===== src/rtl/cordic_nco_feeder.sv =====
// rtl/cordic_nco_feeder.sv - burst NCO that folds, pre-scales and issues CORDIC rotation requests
module cordic_nco_feeder #(
   parameter int KINV  = 19898,
   parameter int CNT_W = 16
) (
   input  logic             CLK,
   input  logic             RST,
   input  logic [15:0]      cfg_freq,
   input  logic [15:0]      cfg_phase0,
   input  logic [14:0]      cfg_amp,
   input  logic [CNT_W-1:0] cfg_len,
   input  logic             start,
   output logic             busy,
   output logic             done,
   output logic [47:0]      request_put,
   output logic             EN_request_put,
   input  logic             RDY_request_put
);

   localparam logic [0:0]  S_IDLE = 1'b0;
   localparam logic [0:0]  S_RUN  = 1'b1;
   localparam logic [14:0] KINV_C = KINV[14:0];

   logic [0:0]       state;
   logic [15:0]      phase;
   logic [15:0]      freq;
   logic [14:0]      xs;
   logic [CNT_W-1:0] remaining;
   logic [31:0]      out_xz;
   logic [29:0]      prod;
   logic [14:0]      cfg_xs;

   assign prod   = {15'd0, cfg_amp} * {15'd0, KINV_C};
   assign cfg_xs = prod[29:15];

   // Quadrants 01/10 are rotated by pi and the sign moved onto x so |z| <= pi/2.
   function automatic logic [31:0] fold(input logic [15:0] p, input logic [14:0] a);
      logic [15:0] xv;
      xv = {1'b0, a};
      if (p[15] ^ p[14])
         return {-xv, p ^ 16'h8000};
      else
         return {xv, p};
   endfunction

   assign busy           = (state == S_RUN);
   assign EN_request_put = (state == S_RUN) && RDY_request_put;
   assign request_put    = {out_xz[31:16], 16'h0000, out_xz[15:0]};

   always_ff @(posedge CLK or posedge RST) begin
      if (RST) begin
         state     <= S_IDLE;
         phase     <= '0;
         freq      <= '0;
         xs        <= '0;
         remaining <= '0;
         out_xz    <= '0;
         done      <= 1'b0;
      end else begin
         done <= 1'b0;
         case (state)
            S_IDLE: begin
               // A start coinciding with the done pulse belongs to the finished burst.
               if (start && !done) begin
                  if (cfg_len == '0) begin
                     done <= 1'b1;
                  end else begin
                     freq      <= cfg_freq;
                     xs        <= cfg_xs;
                     remaining <= cfg_len;
                     out_xz    <= fold(cfg_phase0, cfg_xs);
                     phase     <= cfg_phase0 + cfg_freq;
                     state     <= S_RUN;
                  end
               end
            end
            default: begin
               if (RDY_request_put) begin
                  if (remaining > CNT_W'(1)) begin
                     out_xz    <= fold(phase, xs);
                     phase     <= phase + freq;
                     remaining <= remaining - CNT_W'(1);
                  end else begin
                     done  <= 1'b1;
                     state <= S_IDLE;
                  end
               end
            end
         endcase
      end
   end

endmodule

===== config.mk =====
export PLATFORM = sky130hd
export DESIGN_NAME = cordic_nco_feeder
export DESIGN_NICKNAME = d
export VERILOG_FILES = /design/src/rtl/cordic_nco_feeder.sv
export SDC_FILE = /design/constraint.sdc
export NUM_CORES = 1
export LEC_CHECK = 0
export BUFFER_PORTS_ARGS = -buffer_cell sky130_fd_sc_hd__buf_2
export CORE_MARGIN = 2
export CORE_UTILIZATION = 61
export DETAILED_ROUTE_END_ITERATION = 12
export PLACE_DENSITY = 0.82
export SETUP_SLACK_MARGIN = 0.05
export SYNTH_ARGS = -nofsm -noshare
export SYNTH_HDL_FRONTEND = slang
export SYNTH_SLANG_ARGS = --single-unit

===== constraint.sdc =====
create_clock -name CLK -period 3.9 [get_ports CLK]
set_input_delay 0.78 -clock CLK [delete_from_list [all_inputs] [get_ports CLK]]
set_output_delay 0.78 -clock CLK [all_outputs]
set_load 0.01 [all_outputs]

# Word-level counts from Yosys, hierarchy flattened
# Cells that the tools add are included.
[op_classes]
addsub = 5
mul = 1
n_div = 0
order_cmp = 1
eq_ne = 3
shifts = 0
n_mux = 27
bitwise_logic = 6
reduce_logical = 7
[ops]
columns = ["operator", "count"]
rows = [
  ["32-bit 2-to-1 mux", 7],
  ["16-bit 2-to-1 mux", 10],
  ["16-bit adder", 2],
  ["15-bit negator with 16-bit output", 2],
  ["15-bit by 14-bit multiplier with 29-bit output, second input constant", 1],
  ["16-bit by 1-bit > comparator with 1-bit output, second input constant", 1],
  ["16-bit zero test", 1],
  ["16-bit by 1-bit subtractor with 16-bit output, second input constant", 1],
  ["1-bit 2-to-1 mux", 10],
  ["2-bit != test, second input constant", 2],
  ["1-bit NOT", 4],
  ["4-bit AND reduction", 1],
  ["3-bit AND reduction", 1],
  ["1-bit logical AND", 2],
  ["2-bit by 1-bit != test with 1-bit output, second input constant", 1],
  ["2-bit nonzero test", 1],
  ["1-bit XOR", 2],
  ["1-bit zero test", 1],
]
[word_totals]
register_bits = 97
latchBits = 0
ram_bits = 0
romBits = 0
inputBits = 67
elab_cells = 57
n_memories = 0

# Depth between registers and ports, before layout
# Gate-level depths: netlist of the first run.
[depth]
ltp_word = 6
ltp_mapped = 24
ltp_nobuf = 24

# Least setup slack after synthesis of the first run
# No wires, ideal clock.
[synth_path]
path_type = "in2reg"
from = "in cfg_amp[8]"
to = "reg out_xz[30]"
setup_time_ps = 82
t_arrival_ps = 6782
t_required_ps = 3818
path_slack_ps = -2964
cell_stages = 23
path_buffers = 0
cell_sequence = "inv_1 fa_1 inv_1 ha_1 inv_1 fa_1 inv_1 fa_1 fa_1 inv_1 fa_1 inv_1 ha_1 a211o_1 a21oi_1 o21ai_0 xnor2_1 ha_1 nand2_1 or4_4 o41a_1 or3b_1 a31oi_1"
[synth_via]
elab_chain_cells = 6
[synth_lines]
columns = ["element", "line_no", "text"]
rows = [
  ["start, declared", "10", "input logic [14:0] cfg_amp,"],
  ["15-bit by 14-bit multiplier with 29-bit output *", "33", "assign prod = {15'd0, cfg_amp} * {15'd0, KINV_C};"],
  ["15-bit negator with 16-bit output", "41", "return {-xv, p ^ 16'h8000};"],
  ["32-bit 2-to-1 mux *", "40", "if (p[15] ^ p[14])"],
  ["32-bit 2-to-1 mux *", "65", "if (cfg_len == '0) begin"],
  ["32-bit 2-to-1 mux *", "64", "if (start && !done) begin"],
  ["32-bit 2-to-1 mux *", "61", "case (state)"],
  ["end signal, assigned", "71", "out_xz <= fold(cfg_phase0, cfg_xs);"],
  ["end signal, assigned", "80", "out_xz <= fold(phase, xs);"],
  ["end, declared", "29", "logic [31:0] out_xz;"],
]
# Every way passes the cells marked *; elsewhere a longest branch is shown, timed or not. The select of a mux whose other input is x is not followed.
# A chain may end at the register's enable or synchronous reset.

# Final worst setup path of the first run
[layout_path]
from = "in cfg_amp[9]"
to = "reg out_xz[30]"
# The elaborated chain is that of the path after synthesis.

==> flow_summary.ini, run 1 <==
[finish]
nets = 1836
finalNonFillerCells = 1775
multi_input_area_mm2 = 0.008448
fill_cells = 1087
seqCellArea_mm2 = 0.002431
area_growth_pct = 28.10
drive_gt1_share_pct = 26.86

[cts]
cts_max_path_buffers = 2
clk_pin_slew_ns = 0.07
numCtsBuffers = 9
cts_hold_buffers = 0
clk_latency_ns = 0.36
cts_sinks = 97
htreeDepth = 3
cts_tree = built
root_buffer = clkbuf_16

[global_route]
grt_max_degree = 65
met2_usage_pct = 58.60
grt_pass1_wl_um = 51510
grt_use_met3_pct = 5.939
track_usage_pct = 32.73
grt_pass1_vias = 10810
grtUsageMet1_pct = 39.84
antenna_found_initial = 0
overflow = 0
top_usage_layer = met2

[floorplan]
io_pins = 118
die_area_mm2 = 0.01924
fp.coreArea_mm2 = 0.01790
rows = 49
initial_core_util_pct = 61.82
fp.dieW_um = 138.7
die_h_um = 138.7

[drt]
drc_errors = 0
first_iter_violations = 1196
dr.pass1.iters = 8
ant_nets = 0
drt-wirelength-per-cell_um = 19.84
vias = 11080
vias_per_cell = 6.240
drt_wl_total_um = 35220

[setup_path]
timing.rr.end = phase[15]
reg2reg_from = phase[1]
cp.arrival_ns = 7.24
r2r_cells = 10
crit_type = input pin to register
worstSetupStartpointType = input pin
cp-endpoint = out_xz[30]
rrSetupSlack_ns = 0.59
critPathCaptureType = register
critPathRequiredTime_ns = 4.17
critPathLaunch = cfg_amp[9]
path_max_fanout = 4

[synth]
ys_seq_elements = 97
yosysWarnings = 0
synth_edf_count = 0
netlist_area_mm2 = 0.01107
ys_types = 70
syn_area_per_cell_um2 = 8.546
synth_seq_area_share_pct = 21.93
syn_inst = 1295
async_reset_ff_share_pct = 100.0
synth_top_flop_cell = dfrtp_1

[place]
dpl_worst_slack_ns = -3.015
dp_hpwl_um = 23050
gp_congestion = 0.9174
placedCellCount = 1727
port_buffers = 101

[sta]
fmax_mhz = 143.5
rsz0062_at_grt = yes
max_slew_margin_pct = 45.20
setup-tns-final_ns = -67.00
whs_ns = 0.4748
skew_ns = 0.01230
worst-slew-pin-transition_ns = 0.8161
layout_setup_ws_ns = -3.069
fin_crit_ns = 6.969
fin_crit_sh_pct = 178.7
hold_viol_final = 0
finalSetupViolations = 31
slew_violations = 0

[hold_path]
hold_path_class = register to register
hp-start = out_xz[22]

[run_status]
status = finished with violations
violations = setup timing

[run]
drv_cap = 0
## timing repair
action / in CTS / in global routing
resized for setup: 78 / 47
setup endpoints to repair: 31 / 31
endpoints found under the hold margin: 0 / 0
pin swaps: 32 / 42
setup buffers: 18 / 19
## synthesized netlist by cell type (all sizes together), types with 3 or more instances
library cell  number  share of area (%)
a21boi             4               0.31
xnor2             34                2.7
dfrtp             97                 22
ha               146                 17
or2                3               0.17
and2               6               0.34
nand2            166                5.6
a21o              16                1.1
nand4             11               0.62
nor2b              7               0.40
a211o             12               0.95
o41ai              7               0.55
buf               21                1.3
o211ai             9               0.61
clkbuf            38                1.3
nor4              15               0.85
o221ai             3               0.24
fa                83                 15
or4                3               0.24
o21a              11               0.75
nand2b             8               0.45
a311oi             3               0.24
nor3b              3               0.20
o21ai             82                3.7
xor2              21                1.7
or3               13               0.73
a21oi             79                3.6
and3               7               0.40
nor3              25                1.1
inv              180                6.1
a31oi             14               0.85
o31ai             10               0.68
mux2i             21                1.9
o22ai              6               0.34
a211oi             7               0.47
a2111oi            3               0.24
nor2              63                2.1
nand3             25                1.1
## worst max-delay path, cell delays in order
cell	delay [ns]
buf_8	0.08
clkinvlp_4	0.14
fa_1	0.56
inv_2	0.05
ha_4	0.26
inv_2	0.04
fa_1	0.51
inv_1	0.06
fa_1	0.46
fa_1	0.52
inv_1	0.07
fa_1	0.50
inv_2	0.05
ha_4	0.28
nand4_1	0.14
or2_1	0.26
o211ai_1	0.32
xnor2_1	0.20
ha_2	0.24
nand2_2	0.06
or4_4	0.55
o41a_1	0.52
or3b_1	0.39
a31oi_1	0.20
## routing by layer
metal | part of all wire (%) | vias up | wire length [um]
met3 | 9.1 | 236 | 3196
met5 | 0 | - | 0
li1 | - | 4889 | -
met4 | 5.9 | 0 | 2067
met2 | 48 | 725 | 17050
met1 | 37 | 5226 | 12900
## sequential cells by signal, indices dropped and copies added (netlist names)
register   flops
out_xz        32
busy           1
done           1
phase         16
xs            15
freq          16
remaining     16
## through the flow
step	instance area (um2)	utilization (%)
2_1_floorplan	11390	-
3_3_place_gp	13000	72.64
3_5_place_dp	13000	72.64
4_1_cts	13780	76.95
5_1_grt	14170	79.17
6_report	14180	79.19
## cell families (layout without fill, tap and decap cells)
logic type | count (synthesis) | in the layout | synth area share (%)
AO/OA/AOI/OAI | 289 | 289 | 16.46
buffers and inverters | 240 | 475 | 8.717
adder cells (fa/ha/maj) | 229 | 229 | 31.52
other | 1 | 17 | 0.03388
flip-flops | 97 | 97 | 21.93
multiplexers | 23 | 23 | 2.103
AND/OR/NAND/NOR | 361 | 361 | 14.88
XOR/XNOR | 55 | 55 | 4.353
## layout by cell type, fill, tap and decap left out, drive strengths merged, types with 12 or more instances in the layout
cell and n:
a211o 12, a21o 16, mux2i 21, conb 16, or3 13, buf 278, inv 177, nor4 15
xor2 21, o21ai 82, xnor2 34, a31oi 14, a21oi 79, nor3 25, nor2 63, nand3 25
dfrtp 97, fa 83, ha 146, nand2 166
## how the worst min path moves through the flow
stage,endpoint,slack [ns],depth (start not counted)
floorplan,freq[0],0.45,2
global placement,out_xz[4],0.46,2
detailed placement,out_xz[10],0.47,2
CTS,out_xz[22],0.48,2
global route,out_xz[22],0.49,2
finish,out_xz[22],0.47,2
## layout make-up
type                    instances  share of cell area [%]
well taps                     229                   2.021
clock buffers                  10                   1.686
flip-flops and latches         97                   17.15
inverters                     181                   4.943
clock inverters                 6                  0.6796
multi-input cells             973                   59.59
diodes                          1                 0.01765
repair buffers                278                   13.91
Power of run 1 is not shown: default switching activity piles up to over one toggle a cycle in this logic, so the estimate is an artifact.
==> inputs of run 2 (changes only) <==
Settings changed: ABC_AREA set to 1, CORE_UTILIZATION 61 to 62, PLACE_DENSITY 0.82 to 0.83, RECOVER_POWER set to 100.
==> run 2 against run 1 <==
Register-to-register slack improved by 0.52 ns. Clock-buffer cell count up 1. First-iteration DRC count is 12% lower. The flow finishes with violations (capacitance limit, slew limit, setup timing).
==> flow_summary.ini, run 2 <==
[setup_path]
worstSetupStartpointType = input pin
cp.arrival_ns = 6.12
path_max_fanout = 5
crit_type = input pin to register
critPathRequiredTime_ns = 4.19
critPathLaunch = cfg_amp[10]
critPathCaptureType = register
reg2reg_from = remaining[0]
cp_slowest_cell = fa_1
slowest_delay_ns = 0.55

[global_route]
overflow = 0
grt_pass1_wl_um = 53720
grt_pass1_vias = 11540
grt_max_degree = 105
track_usage_pct = 33.21
antenna_found_initial = 1

[drt]
ant_nets = 0
vias = 11990
dr.pass1.iters = 6
first_iter_violations = 1053
drt_wl_total_um = 34920
vias_per_cell = 5.763
drt-wirelength-per-cell_um = 16.79
drc_errors = 0

[synth]
yosysWarnings = 0
synthTopCellsByArea = dfrtp_1 (21%), ha_1 (16%), fa_1 (14%)
syn_inst = 1621
synth_seq_area_share_pct = 20.66
synth_top_area_share_pct = 20.66
netlist_area_mm2 = 0.01175
synth_top_cell_by_area = dfrtp_1
synth_edf_count = 0
yosysMostFrequentCell = nand2_1
ys_types = 49
synth_top_flop_cell = dfrtp_1
async_reset_ff_share_pct = 100.0
syn_area_per_cell_um2 = 7.249
ys_seq_elements = 97
netlist_top_cells_count = nand2_1 (389), inv_1 (302), ha_1 (146)

[run_status]
violations = capacitance limit, slew limit, setup timing
status = finished with violations

[place]
gp_congestion = 0.9276
dpl_worst_slack_ns = -2.107
placedCellCount = 2037
port_buffers = 101
dp_hpwl_um = 24070

[sta]
layout_setup_ws_ns = -1.937
fin_crit_sh_pct = 149.7
max_slew_margin_pct = -76.27
hold_viol_final = 0
fin_crit_ns = 5.837
slew_violations = 96
fmax_mhz = 171.3
skew_ns = 0.007294
setup-tns-final_ns = -48.53
finalSetupViolations = 31
worst-slew-pin-transition_ns = 2.630
rsz0062_at_grt = yes

[finish]
finalNonFillerCells = 2080
area_growth_pct = 26.00
final_common_cell = nand2_1
top_register = out_xz
largest_reg_flops = 32
final_cell_mix = nand2_1 (327), inv_1 (268), ha_1 (126)
nets = 2136
drive_gt1_share_pct = 24.93

[cts]
root_buffer = clkbuf_16
clk_pin_slew_ns = 0.07
htreeDepth = 3
cts_max_path_buffers = 2
cts_sinks = 97
clk_latency_ns = 0.36
numCtsBuffers = 9
cts_tree = built

[floorplan]
io_pins = 118
rows = 50
fp.coreArea_mm2 = 0.01864
die_h_um = 141.7
die_area_mm2 = 0.02007
fp.dieW_um = 141.7
initial_core_util_pct = 63.03

[hold_path]
hp-start = out_xz[15]
hold_path_class = register to register

[run]
drv_cap = 2
==> run 2: worst max-delay path: cells and delay by family <==
kind	cells	cell delay (ns)
adders and majority gates	8	3.32
and+or+nand+nor	14	1.28
buffers and inverters	8	0.55
AOI/OAI and AO/OA	1	0.17
==> run 2: stage by stage <==
stage	cell area, um2	utilization, %	hold slack, ns
finish	14810	79.42	0.4787
global route	14810	79.42	0.5034
CTS	14290	76.67	0.4748
detailed placement	13340	71.55	0.4587
global placement	13340	71.55	0.4577
floorplan	11920	-	0.4528
==> run 2: area by class of cell <==
| type | count | area, um2 |
|---|---|---|
| diodes | 1 | 2.502 |
| clock buffers | 11 | 242.7 |
| clock inverters | 5 | 63.81 |
| fillers | 1192 | 3836 |
| inverters | 308 | 1190 |
| multi-input cells | 1180 | 8925 |
| flip-flops and latches | 97 | 2429 |
| well taps | 234 | 292.8 |
| repair buffers | 244 | 1662 |
==> run 2: repair_timing <==
item,in CTS,in global routing
pin swaps,83,74
hold buffers,0,0
resized for setup,162,121
endpoints found under the setup margin,31,31
buffers inserted,14,18
==> run 2: cells by family after synthesis <==
kind of cell	Yosys count	share of synthesized area (%)
AOI/OAI and AO/OA	255	12.08
xor gates and xnor gates	17	1.267
other	1	0.03191
adders and majority gates	229	29.68
and+or+nand+nor	663	24.13
buffers and inverters	359	12.15
DFF	97	20.66
==> run 2: metal layers <==
layer	part of all wire [%]	GRT usage [%]
met3	8.5	5.704
met4	3.4	8.789
met1	40	45.08
met5	0	0
met2	48	55.42
==> run 2: path summary, 6_finish.rpt <==
check	slack (ns)	cells past startpoint	to
max in group asynchronous	0.81	3	out_xz[11]
min in group asynchronous	1.14	2	remaining[0]
worst min-delay path	0.48	2	out_xz[15]
worst min register to register	0.48	2	out_xz[15]
worst max register to register	1.11	10	remaining[12]
worst max-delay path	-1.94	31	out_xz[30]
Power of run 2 is left out for the same reason.
==> inputs of run 3 (changes only) <==
Settings changed: REMOVE_ABC_BUFFERS set to 1.
==> run 3 against run 2 <==
Maximum frequency fell by 3.0%. Critical path type unchanged. Global-route usage hardly changed. Wire length grew 13%. First-iteration DRC count is 23% higher. Design area increased by 0.11%. Largest cell class unchanged. Register-to-register slack got worse by 0.08 ns. Non-clock buffer count unchanged. The flow still finishes with violations (capacitance limit, slew limit, setup timing). Die area is the same. Hold slack worse by 0.0071 ns.
==> flow_summary.ini, run 3 (synthesis results as in run 2) <==
[finish]
nets = 2136
largest_reg_flops = 32
final_cell_mix = nand2_1 (321), inv_1 (263), ha_1 (119)
drive_gt1_share_pct = 26.18
seqCellArea_mm2 = 0.002429
area_growth_pct = 26.14
fill_cells = 1157
final_common_cell = nand2_1
multi_input_area_mm2 = 0.008939
top_register = out_xz
final_cell_area_mm2 = 0.01482

[drt]
vias = 12600
drc_errors = 0
dr_wl_met2_um = 18580
drt-wirelength-per-cell_um = 19.03
drt_wl_total_um = 39590
dr_wl_met3_um = 3521
dr.max_layer_used = met4
dr.pass1.iters = 6
m1WireLength_um = 14520
first_iter_violations = 1295
ant_nets = 0
vias_per_cell = 6.057

[sta]
fmax_mhz = 166.2
skew_ns = 0.007512
fin_crit_ns = 6.016
max_slew_margin_pct = -82.59
rsz0062_at_grt = yes
hold_viol_final = 0
layout_setup_ws_ns = -2.116
worst-slew-pin-transition_ns = 2.736
fin_crit_sh_pct = 154.3
setup-tns-final_ns = -51.91
slew_violations = 70
finalSetupViolations = 31

[global_route]
antenna_found_initial = 0
track_usage_pct = 33.23
grt_pass1_vias = 11870
overflow = 0
grt_max_degree = 105
grt_pass1_wl_um = 53900

[cts]
clk_latency_ns = 0.36
clk_pin_slew_ns = 0.07
cts_max_path_buffers = 2
htreeDepth = 3
cts_tree = built
cts_sinks = 97
numCtsBuffers = 9
root_buffer = clkbuf_16

[floorplan]
rows = 50
fp.dieW_um = 141.7
die_h_um = 141.7
initial_core_util_pct = 63.03
io_pins = 118
fp.coreArea_mm2 = 0.01864
die_area_mm2 = 0.02007

[place]
place_area_mm2 = 0.01327
dpl_worst_slack_ns = -2.319
port_buffers = 101
gp_congestion = 0.9146
dp_hpwl_um = 23600

[setup_path]
crit_top_cell = nand2_1
critPathCaptureType = register
critPathRequiredTime_ns = 4.17
slowest_delay_ns = 0.54
worstSetupStartpointType = input pin
cp-endpoint = out_xz[23]
critPathLaunch = cfg_amp[6]
cp_slowest_cell = fa_1
rrSetupSlack_ns = 1.03
reg2reg_from = remaining[0]
path_max_fanout = 4
timing.rr.end = out_xz[25]
cp.arrival_ns = 6.29
crit_type = input pin to register
r2r_cells = 11

[run_status]
violations = capacitance limit, slew limit, setup timing
status = finished with violations

[hold_path]
hold_path_class = register to register
worstHoldPathCells = 2

[run]
drv_cap = 1
[run 3: timing repair]
action	4_1_cts	5_1_grt
hold buffers	0	0
pin swaps	76	109
endpoints found under the setup margin	31	31
buffers inserted	7	16
resized for setup	140	181
[run 3: final cells by class]
class | instances | share of cell area [%]
Tap cell | 234 | 1.975
Inverter | 308 | 7.943
Timing Repair Buffer | 244 | 11.43
Sequential cell | 97 | 16.38
Antenna cell | 1 | 0.01688
Multi-Input combinational cell | 1180 | 60.30
Clock inverter | 7 | 0.4305
Clock buffer | 9 | 1.519
[run 3: how the worst min path moves through the flow]
stage | start | end | slack, ns
floorplan | freq[0] | freq[0] | 0.45
global placement | out_xz[15] | out_xz[15] | 0.45
detailed placement | out_xz[15] | out_xz[15] | 0.45
CTS | out_xz[15] | out_xz[15] | 0.47
global route | out_xz[15] | out_xz[15] | 0.50
finish | out_xz[15] | out_xz[15] | 0.47
[run 3: worst max-delay path: cells and delay by family]
family                     cells  cell delay [ns]
AOI/OAI and AO/OA              1             0.22
buffers and inverters          9             0.80
adders and majority gates      7             3.18
and+or+nand+nor               13             1.29
[run 3: per-layer routing]
| metal | global-route usage [%] | vias to the layer above |
|---|---|---|
| li1 | - | 5574 |
| met1 | 40.92 | 5810 |
| met2 | 58.38 | 889 |
| met3 | 5.130 | 325 |
| met4 | 13.74 | 0 |
| met5 | 0 | - |
[run 3: through the flow]
stage | hold slack [ns] | std cells | utilization, %
2_1_floorplan | 0.4528 | 1585 | -
3_3_place_gp | 0.4533 | 2041 | 71.16
4_1_cts | 0.4717 | 2064 | 75.87
5_1_grt | 0.4960 | 2079 | 79.50
3_5_place_dp | 0.4550 | 2041 | 71.16
6_report | 0.4716 | 2080 | 79.51
Power of run 3 is left out for the same reason.
